## src/rtl/chip8_sprite_engine_if.sv

```systemverilog
`default_nettype none
// ============================================================================
//  Module   : chip8_sprite_engine_if
//  Purpose  : Command, sprite-memory and framebuffer-RAM signals of the
//             CHIP-8 sprite draw engine, bundled with master/slave views.
//  Revision : 1.0  initial release
// ============================================================================
interface chip8_sprite_engine_if #(
    parameter int DISP_W   = 64,
    parameter int DISP_H   = 32,
    parameter int MAX_ROWS = 16
);
    localparam int XW = $clog2(DISP_W);
    localparam int YW = $clog2(DISP_H);
    localparam int NW = $clog2(MAX_ROWS) + 1;

    // command side (instruction decoder)
    logic              start;
    logic              op;
    logic [XW-1:0]     x;
    logic [YW-1:0]     y;
    logic [NW-1:0]     n;
    logic              busy;
    logic              done;
    logic              collision;

    // sprite memory side
    logic              spr_re;
    logic [NW-2:0]     spr_addr;
    logic [7:0]        spr_rdata;

    // framebuffer RAM side
    logic              fb_re;
    logic [YW-1:0]     fb_addr;
    logic [DISP_W-1:0] fb_rdata;
    logic              fb_we;
    logic [DISP_W-1:0] fb_wdata;

    // engine view
    modport slave (
        input  start, op, x, y, n, spr_rdata, fb_rdata,
        output busy, done, collision, spr_re, spr_addr,
               fb_re, fb_addr, fb_we, fb_wdata
    );

    // decoder / memory-model view
    modport master (
        output start, op, x, y, n, spr_rdata, fb_rdata,
        input  busy, done, collision, spr_re, spr_addr,
               fb_re, fb_addr, fb_we, fb_wdata
    );
endinterface
`default_nettype wire

```

## src/rtl/chip8_sprite_engine.sv

```systemverilog
`default_nettype none
// ============================================================================
//  Module   : chip8_sprite_engine
//  Purpose  : Row-serial read-modify-write sprite sequencer (DXYN) and
//             screen clear (00E0) for a row-organised framebuffer RAM.
//  Revision : 1.0  initial release
// ============================================================================
module chip8_sprite_engine #(
    parameter int DISP_W   = 64,
    parameter int DISP_H   = 32,
    parameter int MAX_ROWS = 16,
    parameter int CLIP     = 1
) (
    input  logic                  clk,
    input  logic                  rst_n,
    chip8_sprite_engine_if.slave  bus
);
    localparam int XW = $clog2(DISP_W);
    localparam int YW = $clog2(DISP_H);
    localparam int NW = $clog2(MAX_ROWS) + 1;
    localparam int SW = NW - 1;

    typedef enum logic [2:0] {
        IDLE  = 3'd0,
        FETCH = 3'd1,
        WRITE = 3'd2,
        CLEAR = 3'd3,
        DONE  = 3'd4
    } state_t;

    state_t            state_q;
    logic [XW-1:0]     x_q;
    logic [YW-1:0]     y_q;
    logic [NW-1:0]     n_q;
    logic [NW-1:0]     row_q;
    logic              busy_q;
    logic              done_q;
    logic              coll_q;
    logic              spr_re_q;
    logic [SW-1:0]     spr_addr_q;
    logic              fb_re_q;
    logic              fb_we_q;
    logic [YW-1:0]     fb_addr_q;

    logic [NW-1:0]     n_sat_d;
    logic [NW-1:0]     row_d;
    logic [YW:0]       row_sum_d;
    logic              row_clip_d;
    logic [YW-1:0]     nxt_addr_d;
    logic [DISP_W-1:0] mask_d;
    logic              hit_d;

    assign n_sat_d    = (bus.n > NW'(MAX_ROWS)) ? NW'(MAX_ROWS) : bus.n;
    assign row_d      = row_q + 1'b1;
    // Unwrapped target row; bit YW set means the row lies below the display.
    assign row_sum_d  = {1'b0, y_q} + (YW+1)'(row_q);
    assign row_clip_d = (CLIP != 0) && (row_sum_d >= (YW+1)'(DISP_H));
    // Truncation gives the vertical wrap for free (DISP_H is a power of two).
    assign nxt_addr_d = y_q + YW'(row_d);

    // Spread the sprite byte across the row word: column c lives at bit
    // DISP_W-1-c, which for a power-of-two width is simply ~c.
    always_comb begin : p_mask
        logic [XW:0] col;
        col    = '0;
        mask_d = '0;
        for (int i = 0; i < 8; i++) begin
            col = {1'b0, x_q} + (XW+1)'(i);
            if ((CLIP == 0) || !col[XW]) begin
                mask_d[~col[XW-1:0]] = bus.spr_rdata[3'(7 - i)];
            end
        end
    end

    assign hit_d = |(bus.fb_rdata & mask_d);

    // Write data is only meaningful in an unclipped WRITE slot; zero elsewhere
    // so that CLEAR writes zeros and reset forces the bus to 0.
    assign bus.fb_wdata  = (state_q == WRITE && fb_we_q) ? (bus.fb_rdata ^ mask_d) : '0;
    assign bus.busy      = busy_q;
    assign bus.done      = done_q;
    assign bus.collision = coll_q;
    assign bus.spr_re    = spr_re_q;
    assign bus.spr_addr  = spr_addr_q;
    assign bus.fb_re     = fb_re_q;
    assign bus.fb_we     = fb_we_q;
    assign bus.fb_addr   = fb_addr_q;

    // Command sequencer with registered memory strobes and status outputs.
    always_ff @(posedge clk or negedge rst_n) begin
        if (!rst_n) begin
            state_q    <= IDLE;
            x_q        <= '0;
            y_q        <= '0;
            n_q        <= '0;
            row_q      <= '0;
            busy_q     <= 1'b0;
            done_q     <= 1'b0;
            coll_q     <= 1'b0;
            spr_re_q   <= 1'b0;
            spr_addr_q <= '0;
            fb_re_q    <= 1'b0;
            fb_we_q    <= 1'b0;
            fb_addr_q  <= '0;
        end else begin
            done_q <= 1'b0;
            case (state_q)
                IDLE: begin
                    if (bus.start) begin
                        x_q    <= bus.x;
                        y_q    <= bus.y;
                        n_q    <= n_sat_d;
                        row_q  <= '0;
                        coll_q <= 1'b0;
                        busy_q <= 1'b1;
                        if (bus.op) begin
                            state_q   <= CLEAR;
                            fb_we_q   <= 1'b1;
                            fb_addr_q <= '0;
                        end else if (n_sat_d == '0) begin
                            state_q <= DONE;
                            done_q  <= 1'b1;
                        end else begin
                            state_q    <= FETCH;
                            spr_re_q   <= 1'b1;
                            spr_addr_q <= '0;
                            fb_re_q    <= 1'b1;
                            fb_addr_q  <= bus.y;
                        end
                    end
                end
                FETCH: begin
                    state_q  <= WRITE;
                    spr_re_q <= 1'b0;
                    fb_re_q  <= 1'b0;
                    // A clipped row keeps its slot but never writes.
                    fb_we_q  <= !row_clip_d;
                end
                WRITE: begin
                    fb_we_q <= 1'b0;
                    if (fb_we_q && hit_d) begin
                        coll_q <= 1'b1;
                    end
                    if (row_d == n_q) begin
                        state_q <= DONE;
                        done_q  <= 1'b1;
                    end else begin
                        state_q    <= FETCH;
                        row_q      <= row_d;
                        spr_re_q   <= 1'b1;
                        spr_addr_q <= row_d[SW-1:0];
                        fb_re_q    <= 1'b1;
                        fb_addr_q  <= nxt_addr_d;
                    end
                end
                CLEAR: begin
                    if (fb_addr_q == YW'(DISP_H - 1)) begin
                        fb_we_q <= 1'b0;
                        state_q <= DONE;
                        done_q  <= 1'b1;
                    end else begin
                        fb_addr_q <= fb_addr_q + 1'b1;
                    end
                end
                DONE: begin
                    busy_q  <= 1'b0;
                    state_q <= IDLE;
                end
                default: begin
                    state_q <= IDLE;
                end
            endcase
        end
    end
endmodule
`default_nettype wire
```

## src/flat_wrapper.sv

```systemverilog
// flat-port wrapper written by rule: the top's interface ports become plain ports
module chip8_sprite_engine_flat 
#(
    parameter int DISP_W   = 64,
    parameter int DISP_H   = 32,
    parameter int MAX_ROWS = 16,
    parameter int CLIP     = 1
)
  (clk, rst_n, bus_start, bus_op, bus_x, bus_y, bus_n, bus_spr_rdata, bus_fb_rdata, bus_busy, bus_done, bus_collision, bus_spr_re, bus_spr_addr, bus_fb_re, bus_fb_addr, bus_fb_we, bus_fb_wdata);
  chip8_sprite_engine_if #(.DISP_W(DISP_W), .DISP_H(DISP_H), .MAX_ROWS(MAX_ROWS)) bus_i ();
  input  logic clk;
  input  logic rst_n;
  input wire logic [$bits(bus_i.start)-1:0] bus_start;
  input wire logic [$bits(bus_i.op)-1:0] bus_op;
  input wire logic [$bits(bus_i.x)-1:0] bus_x;
  input wire logic [$bits(bus_i.y)-1:0] bus_y;
  input wire logic [$bits(bus_i.n)-1:0] bus_n;
  input wire logic [$bits(bus_i.spr_rdata)-1:0] bus_spr_rdata;
  input wire logic [$bits(bus_i.fb_rdata)-1:0] bus_fb_rdata;
  output wire logic [$bits(bus_i.busy)-1:0] bus_busy;
  output wire logic [$bits(bus_i.done)-1:0] bus_done;
  output wire logic [$bits(bus_i.collision)-1:0] bus_collision;
  output wire logic [$bits(bus_i.spr_re)-1:0] bus_spr_re;
  output wire logic [$bits(bus_i.spr_addr)-1:0] bus_spr_addr;
  output wire logic [$bits(bus_i.fb_re)-1:0] bus_fb_re;
  output wire logic [$bits(bus_i.fb_addr)-1:0] bus_fb_addr;
  output wire logic [$bits(bus_i.fb_we)-1:0] bus_fb_we;
  output wire logic [$bits(bus_i.fb_wdata)-1:0] bus_fb_wdata;
  assign bus_i.start = bus_start;
  assign bus_i.op = bus_op;
  assign bus_i.x = bus_x;
  assign bus_i.y = bus_y;
  assign bus_i.n = bus_n;
  assign bus_i.spr_rdata = bus_spr_rdata;
  assign bus_i.fb_rdata = bus_fb_rdata;
  assign bus_busy = bus_i.busy;
  assign bus_done = bus_i.done;
  assign bus_collision = bus_i.collision;
  assign bus_spr_re = bus_i.spr_re;
  assign bus_spr_addr = bus_i.spr_addr;
  assign bus_fb_re = bus_i.fb_re;
  assign bus_fb_addr = bus_i.fb_addr;
  assign bus_fb_we = bus_i.fb_we;
  assign bus_fb_wdata = bus_i.fb_wdata;
  chip8_sprite_engine #(.DISP_W(DISP_W), .DISP_H(DISP_H), .MAX_ROWS(MAX_ROWS), .CLIP(CLIP)) u_core (.clk(clk), .rst_n(rst_n), .bus(bus_i));
endmodule
```

## config.mk

```make
export PLATFORM = sky130hd
export DESIGN_NAME = chip8_sprite_engine_flat
export DESIGN_NICKNAME = d
export VERILOG_FILES = /design/src/rtl/chip8_sprite_engine_if.sv /design/src/rtl/chip8_sprite_engine.sv /design/src/flat_wrapper.sv
export SDC_FILE = /design/constraint.sdc
export NUM_CORES = 1
export LEC_CHECK = 0
export CAP_MARGIN = 20
export CORE_MARGIN = 5
export CORE_UTILIZATION = 50
export CTS_CLUSTER_SIZE = 40
export DETAILED_ROUTE_END_ITERATION = 7
export PLACE_DENSITY = 0.81
export SETUP_SLACK_MARGIN = 0.2
export SYNTH_ARGS = -nofsm -noshare
export SYNTH_HDL_FRONTEND = slang
export SYNTH_SLANG_ARGS = --single-unit
```

## constraint.sdc

```tcl
create_clock -name clk -period 4.7 [get_ports clk]
set_clock_uncertainty 0.05 [all_clocks]
set_input_delay 0.94 -clock clk [delete_from_list [all_inputs] [get_ports clk]]
set_output_delay 0.94 -clock clk [all_outputs]
set_load 0.005 [all_outputs]
```

==> results of run 1 <==
==> final timing paths <==
kind | from | end | slack (ns) | depth (start not counted)
min in group asynchronous | rst_n | u_core.y_q[1] | 0.71 | 1
worst min-delay path | u_core.bus.spr_addr[3] | u_core.bus.spr_addr[3] | 0.44 | 1
worst max register to register | u_core.x_q[2] | u_core.bus.collision | 0.62 | 14
worst max-delay path | u_core.x_q[2] | bus_fb_wdata[27] | 0.12 | 11
worst min register to register | u_core.bus.spr_addr[3] | u_core.bus.spr_addr[3] | 0.44 | 1
max in group asynchronous | rst_n | u_core.x_q[3] | 3.27 | 1
==> placed cells by master (no fill, tap or decap), drive strengths merged, types with 5 or more instances in the layout <==
| master | netlist | routed |
|---|---|---|
| and3 | 71 | 71 |
| nor4 | 27 | 27 |
| and2 | 9 | 9 |
| clkbuf | 46 | 6 |
| inv | 19 | 19 |
| nor3 | 19 | 19 |
| xor2 | 7 | 7 |
| o22ai | 104 | 104 |
| a221oi | 10 | 10 |
| o32ai | 10 | 10 |
| nor3b | 5 | 5 |
| ha | 80 | 80 |
| clkdlybuf4s50 | 0 | 160 |
| nor2b | 8 | 8 |
| nand4 | 17 | 17 |
| nand2 | 76 | 76 |
| a22oi | 10 | 10 |
| a32o | 6 | 6 |
| a222oi | 38 | 38 |
| o21ai | 25 | 25 |
| a21oi | 25 | 25 |
| nand2b | 13 | 13 |
| mux2 | 12 | 12 |
| buf | 25 | 83 |
| nand3 | 27 | 27 |
| or2 | 5 | 5 |
| a31oi | 6 | 6 |
| dfrtp | 38 | 38 |
| nor2 | 87 | 87 |
| a21o | 9 | 9 |
| xnor2 | 22 | 22 |
==> per-stage QoR <==
stage	instances	TNS, ns	util	hold WS (ns)
after floorplan	903	0	-	0.419
after global placement	1237	-0.540	0.667	0.413
after detailed placement	1237	-0.610	0.667	0.434
after CTS	1248	0	0.691	0.446
after global routing	1263	0	0.722	0.464
final	1263	0	0.722	0.443
==> state kept, by name, indices dropped and copies added, names as in the netlist <==
register / cells
u_core.bus.busy: 1
u_core.bus.collision: 1
u_core.bus.done: 1
u_core.bus.fb_addr: 5
u_core.bus.fb_we: 1
u_core.bus.spr_addr: 4
u_core.bus.spr_re: 1
u_core.n_q: 5
u_core.row_q: 5
u_core.state_q: 3
u_core.x_q: 6
u_core.y_q: 5
==> report_power, final <==
part	internal (mW)	leakage, nW	switching [mW]	total [mW]
logic	2.34	3.52	3.83	6.17
registers	0.481	0.464	0.270	0.752
clock network	0.262	0.0829	0.137	0.399
==> worst max-delay path: stages (launching register included) <==
cell and delay, ns:
sky130_fd_sc_hd__dfrtp_2 0.42, sky130_fd_sc_hd__inv_1 0.11, sky130_fd_sc_hd__ha_4 0.20, sky130_fd_sc_hd__a21oi_4 0.21, sky130_fd_sc_hd__mux2i_4 0.33, sky130_fd_sc_hd__buf_4 0.16
sky130_fd_sc_hd__nor2_2 0.10, sky130_fd_sc_hd__a222oi_1 0.59, sky130_fd_sc_hd__o22ai_1 0.21, sky130_fd_sc_hd__ha_1 0.31, sky130_fd_sc_hd__and3_1 0.15, sky130_fd_sc_hd__clkdlybuf4s50_1 0.50
==> per-layer routing <==
layer / vias to the layer above / wire length (um) / part of all wire / track usage
met1: 4197 / 12500 / 0.38 / 0.509
met5: - / 0 / 0 / 0
met2: 823 / 14000 / 0.43 / 0.564
li1: 3945 / - / - / -
met4: 0 / 1770 / 0.054 / 0.153
met3: 170 / 4680 / 0.14 / 0.113
==> logic make-up after synthesis <==
| kind of cell | after synthesis |
|---|---|
| xor+xnor | 30 |
| compound gates | 273 |
| simple gates | 377 |
| buf+inv | 90 |
| flops | 38 |
| fa+ha+maj | 81 |
| mux | 14 |
==> what timing repair did <==
item                       CTS  global route
setup buffers                4            14
setup endpoints to repair   63            64
cloned                       0             1
pin swaps                    7            29
resized for setup           29            66
==> final cells by class <==
cell class,instances,area (um^2)
Clock buffer,6,139
Clock inverter,1,30.0
Fill cell,1088,3700
Inverter,19,71.3
Multi-Input combinational cell,775,5810
Sequential cell,38,957
Tap cell,176,220
Timing Repair Buffer,248,2360
==> flow_metrics.py, run 1 <==
metrics = {
    "sta": {
        "rsz0062_at_grt": "true",
        "slew_viol_final": 0,
        "maxSlewHeadroom": 0.324,
        "finalSetupViolations": 0,
        "final.setup.worst_slack_ns": 0.122,
        "min_period_ns": 4.58,
        "fin_crit_sh": 0.974,
        "worst_pin_slew_ns": 1.01,
        "timing.final.hold_violations": 0,
        "timing.fmax_mhz": 218,
    },
    "synthesis": {
        "post-synth-top-area-cell": "sky130_fd_sc_hd__ha_1",
        "synth_commonest_cells": "103 x sky130_fd_sc_hd__o22ai_1, 87 x sky130_fd_sc_hd__nor2_1, 80 x sky130_fd_sc_hd__ha_1, 76 x sky130_fd_sc_hd__nand2_1, 71 x sky130_fd_sc_hd__and3_1",
        "synth-adder-area-share": 0.150,
        "postSynthCellCount": 903,
        "fraction_of_the_mapped_netlist_area_in_simple_logic_gates": 0.291,
        "synth.yosys.seq_area_share": 0.140,
        "post_synth_design_cell_area_um2": 6810,
        "synth_edf_count": 0,
        "synth_xor_xnor_area_share": 0.0458,
        "yosysUniqueCellTypes": 74,
        "synth.area.top_cells": "sky130_fd_sc_hd__ha_1 15%, sky130_fd_sc_hd__dfrtp_1 14%, sky130_fd_sc_hd__o22ai_1 9.5%",
        "syn_nets": 1076,
        "postSynth.topFlopCell": "sky130_fd_sc_hd__dfrtp_1",
        "yosys-mux-area-fraction": 0.0228,
        "yosys.area.top_type_share": 0.147,
        "yosys.cell_count.top_type": "sky130_fd_sc_hd__o22ai_1",
        "ys_seq_elements": 38,
        "synth_compound_area_frac": 0.294,
        "synthesis.area_per_instance_um2": 7.54,
        "synth_warn": 0,
        "synth_async_sr_flop_share": 1.00,
        "synth_top_family_by_area": "compound AO/OA/AOI/OAI gates",
    },
    "clock_network": {
        "cts.path.max_buffers": 2,
        "tritoncts": "yes",
        "cts_hold_repair.buffers": 0,
        "h-tree-depth": 2,
        "worstSkewPairLatency_ns": 0.29,
        "cts_root_buf": "sky130_fd_sc_hd__clkbuf_16",
        "cts-buffers-inserted": 5,
        "clkTransAtPathRegs_ns": 0.06,
        "cts_sinks": 38,
    },
    "min_path": {
        "hold_path.class": "flip-flop to flip-flop",
    },
    "power_and_ir_drop": {
        "power-per-cell-area_nw_per_um2": 763,
        "total_leakage_power_nw": 4.07,
        "ir_worst_vdd_uv": 462,
        "report.power.total_mw": 7.32,
    },
    "setup_path": {
        "criticalPathCategory": "flip-flop to output pin",
        "endpoint_kind": "output pin",
        "worst_setup_path_start_kind": "flip-flop",
        "required_ns": 3.71,
        "crit_arrival_ns": 3.59,
        "worstPathMaxFanout": 10,
    },
    "detailed_routing": {
        "detail_route.first_pass.iterations": 8,
        "dr_total_vias": 9135,
        "initialDrtViolationCount": 2100,
        "antenna_violating_nets_post_route": 0,
        "avgViaCountPerCell": 7.23,
        "post_drt_wl_per_cell_um": 26.1,
        "routed_wirelength_um": 32900,
        "remaining_drc_errors": 9,
    },
    "die": {
        "initial_core_utilization": 0.512,
        "floorplan.die.width_um": 127,
        "placement_rows": 42,
        "core_um2": 13300,
        "io_pins": 171,
        "fp.dieArea_um2": 16000,
        "die_height_um": 127,
    },
    "placement": {
        "post_place_setup_slack_ns": -0.0789,
        "dpl.hpwl_um": 24900,
        "post_dp_cell_area_um2": 8860,
        "number_of_buffers_inserted_by_port_buffering": 166,
        "finalWeightedCongestion": 1.15,
    },
    "global_routing": {
        "via_count_of_the_first_global_routing_pass": 8527,
        "grt_pass1_wl_um": 48300,
        "largest_net_degree_at_the_start_of_global_routing": 70,
        "grt_antenna_before_repair": 0,
        "global_route.overflow_total": 0,
        "grt.total_usage": 0.377,
    },
    "status": {
        "run_status": "finished with violations",
        "violations_in_the_final_reports": "design-rule violations",
    },
    "finish": {
        "final_layout_size_suffix_gt1_frac": 0.175,
        "antenna_cells_inserted": 0,
        "design.final.nets": 1260,
        "area_growth_pct": 41.0,
        "finalInstanceArea_um2": 9590,
    },
    "flow_run": {
        "max_cap_viol_count": 0,
    },
}
Note: power is estimated with default switching activity, not from simulation.
==> run 2, diff against run 1 <==
Settings changed: ABC_AREA set to 1, PLACE_DENSITY 0.81 to 0.8, SLEW_MARGIN set to 20.
==> flow_metrics.py, run 2 <==
metrics = {
    "placement": {
        "dpl.hpwl_um": 20600,
        "number_of_buffers_inserted_by_port_buffering": 166,
        "finalWeightedCongestion": 1.07,
        "placed_cells_incl_taps": 1602,
        "post_place_setup_slack_ns": 0.389,
    },
    "sta": {
        "min_period_ns": 4.39,
        "slew_viol_final": 0,
        "timing.fmax_mhz": 228,
        "finalSetupViolations": 0,
        "fin_crit_sh": 0.934,
        "tns_ns": 0,
        "timing.final.hold_violations": 0,
        "worst_pin_slew_ns": 0.888,
        "rsz0062_at_grt": "true",
        "maxSlewHeadroom": 0.408,
        "final.setup.worst_slack_ns": 0.308,
    },
    "power_and_ir_drop": {
        "power-per-cell-area_nw_per_um2": 637,
        "p_seq_frac": 0.108,
        "total_leakage_power_nw": 4.89,
        "power.combinational.fraction": 0.828,
        "p_sw_mw": 3.63,
        "report.power.total_mw": 6.00,
        "clock_power_share": 0.064,
        "switching_share": 0.605,
        "ir_worst_vdd_uv": 322,
        "cell_internal_pwr_mw": 2.37,
    },
    "detailed_routing": {
        "detail_route.first_pass.iterations": 8,
        "remaining_drc_errors": 0,
        "dr_total_vias": 9270,
        "met1_length_um": 11500,
        "post_drt_wl_per_cell_um": 16.8,
        "detailroute.wirelength.met2_um": 11400,
        "initialDrtViolationCount": 1207,
        "avgViaCountPerCell": 5.73,
        "route.met3.wl_um": 3460,
        "max_layer_used": "met4",
        "routed_wirelength_um": 27200,
        "antenna_violating_nets_post_route": 0,
    },
    "clock_network": {
        "cts-buffers-inserted": 5,
        "tritoncts": "yes",
        "cts_sinks": 38,
        "cts.path.max_buffers": 2,
        "clkTransAtPathRegs_ns": 0.06,
        "worstSkewPairLatency_ns": 0.29,
        "cts_hold_repair.buffers": 0,
        "h-tree-depth": 2,
        "cts_root_buf": "sky130_fd_sc_hd__clkbuf_16",
    },
    "flow_run": {
        "max_cap_viol_count": 0,
    },
    "min_path": {
        "hold_path.class": "flip-flop to flip-flop",
    },
    "die": {
        "floorplan.die.width_um": 129,
        "io_pins": 171,
        "die_height_um": 129,
        "placement_rows": 43,
        "fp.dieArea_um2": 16700,
        "initial_core_utilization": 0.512,
        "core_um2": 13900,
    },
    "synthesis": {
        "synth_warn": 0,
        "yosysUniqueCellTypes": 40,
        "synth_commonest_cells": "386 x sky130_fd_sc_hd__nand2_1, 240 x sky130_fd_sc_hd__nand3_1, 177 x sky130_fd_sc_hd__nor2_1, 144 x sky130_fd_sc_hd__inv_1, 80 x sky130_fd_sc_hd__ha_1",
        "postSynthCellCount": 1278,
        "post-synth-top-area-cell": "sky130_fd_sc_hd__nand2_1",
        "syn_nets": 1451,
        "synth.yosys.seq_area_share": 0.133,
        "ys_seq_elements": 38,
        "synth_edf_count": 0,
        "synth.area.top_cells": "sky130_fd_sc_hd__nand2_1 20%, sky130_fd_sc_hd__nand3_1 17%, sky130_fd_sc_hd__ha_1 14%",
        "synth_async_sr_flop_share": 1.00,
        "yosys.area.top_type_share": 0.203,
        "postSynth.topFlopCell": "sky130_fd_sc_hd__dfrtp_1",
        "post_synth_design_cell_area_um2": 7130,
        "yosys.cell_count.top_type": "sky130_fd_sc_hd__nand2_1",
        "synthesis.area_per_instance_um2": 5.58,
    },
    "finish": {
        "final_cell_mix": "382 x sky130_fd_sc_hd__nand2_1, 236 x sky130_fd_sc_hd__nand3_1, 169 x sky130_fd_sc_hd__nor2_1, 163 x sky130_fd_sc_hd__clkdlybuf4s50_1, 142 x sky130_fd_sc_hd__inv_1",
        "final-instance-count-excl-fill": 1619,
        "area_growth_pct": 32.1,
        "flip_flop_count_of_the_largest_register_after_layout": 6,
        "final_layout_size_suffix_gt1_frac": 0.0730,
        "layout.filler_cells": 1293,
        "largest_register": "u_core.x_q",
        "design.final.nets": 1611,
        "final_common_cell": "sky130_fd_sc_hd__nand2_1",
        "antenna_cells_inserted": 0,
    },
    "setup_path": {
        "crit_arrival_ns": 3.40,
        "endpoint_kind": "output pin",
        "worst_setup_path_start_kind": "flip-flop",
        "required_ns": 3.71,
        "worstPathMaxFanout": 15,
        "criticalPathCategory": "flip-flop to output pin",
    },
    "global_routing": {
        "largest_net_degree_at_the_start_of_global_routing": 66,
        "via_count_of_the_first_global_routing_pass": 8290,
        "global_route.overflow_total": 0,
        "grt_antenna_before_repair": 0,
        "grt_pass1_wl_um": 42800,
        "grt.total_usage": 0.319,
    },
    "status": {
        "run_status": "finished, final reports clean",
    },
}
==> run 2: cell types whose count changed after synthesis, moves of 10 or more <==
cell / change
sky130_fd_sc_hd__a222oi_1: -38
sky130_fd_sc_hd__o22ai_1: -102
sky130_fd_sc_hd__nand2b_1: -13
sky130_fd_sc_hd__nand3_1: +215
sky130_fd_sc_hd__mux2_2: -12
sky130_fd_sc_hd__a221oi_1: -10
sky130_fd_sc_hd__nand4_1: +29
sky130_fd_sc_hd__inv_1: +127
sky130_fd_sc_hd__nand2_1: +310
sky130_fd_sc_hd__xnor2_1: -18
sky130_fd_sc_hd__a21oi_1: -18
sky130_fd_sc_hd__and3_1: -71
sky130_fd_sc_hd__nor2_1: +90
sky130_fd_sc_hd__a22oi_1: -10
==> run 2: through the flow <==
stage | util | area [um^2] | hold WS [ns]
2_1_floorplan | - | 7130 | 0.415
3_3_place_gp | 0.649 | 9050 | 0.404
3_5_place_dp | 0.649 | 9050 | 0.413
4_1_cts | 0.663 | 9240 | 0.430
5_1_grt | 0.676 | 9420 | 0.455
6_report | 0.676 | 9420 | 0.429
==> run 2: final timing paths <==
kind	start	endpoint	slack, ns	depth (start not counted)
worst min register to register	u_core.bus.spr_addr[3]	u_core.bus.spr_addr[3]	0.43	2
worst max-delay path	u_core.x_q[0]	bus_fb_wdata[14]	0.31	14
worst max register to register	u_core.x_q[0]	u_core.bus.collision	1.11	17
max in group asynchronous	rst_n	u_core.x_q[3]	3.25	1
min in group asynchronous	rst_n	u_core.bus.fb_we	0.71	1
worst min-delay path	u_core.bus.spr_addr[3]	u_core.bus.spr_addr[3]	0.43	2
==> run 2: cells by family after synthesis <==
logic type | Yosys count | share of synthesized area
xor gates and xnor gates | 14 | 0.0219
DFF | 38 | 0.133
adders and majority gates | 81 | 0.143
AOI/OAI and AO/OA | 40 | 0.0326
buffers and inverters | 209 | 0.113
and+or+nand+nor | 896 | 0.556
==> run 2: metal layers <==
metal / up-vias / global-route usage
met2: 566 / 0.479
met1: 4129 / 0.466
met3: 84 / 0.0589
li1: 4491 / -
met4: 0 / 0.0929
met5: - / 0
==> run 2: power groups by stage <==
stage	sequential, mW	clock, mW	combinational [mW]
finish	0.648	0.385	4.97
global route	0.669	0.406	5.39
CTS	0.644	0.389	4.59
detailed placement	0.644	0	4.52
global placement	0.640	0	4.48
floorplan	0.593	0	2.88
==> run 2: area by class of cell <==
type / count / area, um^2 / share of cell area
Inverter: 151 / 574 / 0.0610
Sequential cell: 38 / 953 / 0.101
Clock inverter: 1 / 30.0 / 0.00319
Timing Repair Buffer: 211 / 2010 / 0.214
Tap cell: 180 / 225 / 0.0239
Clock buffer: 7 / 133 / 0.0141
Multi-Input combinational cell: 1031 / 5490 / 0.583
==> run 2: repair_timing <==
action / CTS / global route
setup endpoints to repair: 42 / 64
resized for setup: 5 / 27
buffers inserted: 0 / 9
pin swaps: 0 / 4
==> run 2: worst max-delay path, stage by stage (launching register included) <==
cell and delay [ns]:
sky130_fd_sc_hd__dfrtp_1 0.40, sky130_fd_sc_hd__buf_4 0.26, sky130_fd_sc_hd__ha_1 0.22, sky130_fd_sc_hd__xor2_1 0.28
sky130_fd_sc_hd__nand3_1 0.17, sky130_fd_sc_hd__nor2_1 0.40, sky130_fd_sc_hd__buf_4 0.27, sky130_fd_sc_hd__nand3_1 0.09
sky130_fd_sc_hd__nand3_1 0.11, sky130_fd_sc_hd__nand2_1 0.08, sky130_fd_sc_hd__nand2_1 0.07, sky130_fd_sc_hd__ha_1 0.22
sky130_fd_sc_hd__inv_1 0.05, sky130_fd_sc_hd__nor2_1 0.04, sky130_fd_sc_hd__clkdlybuf4s50_1 0.47
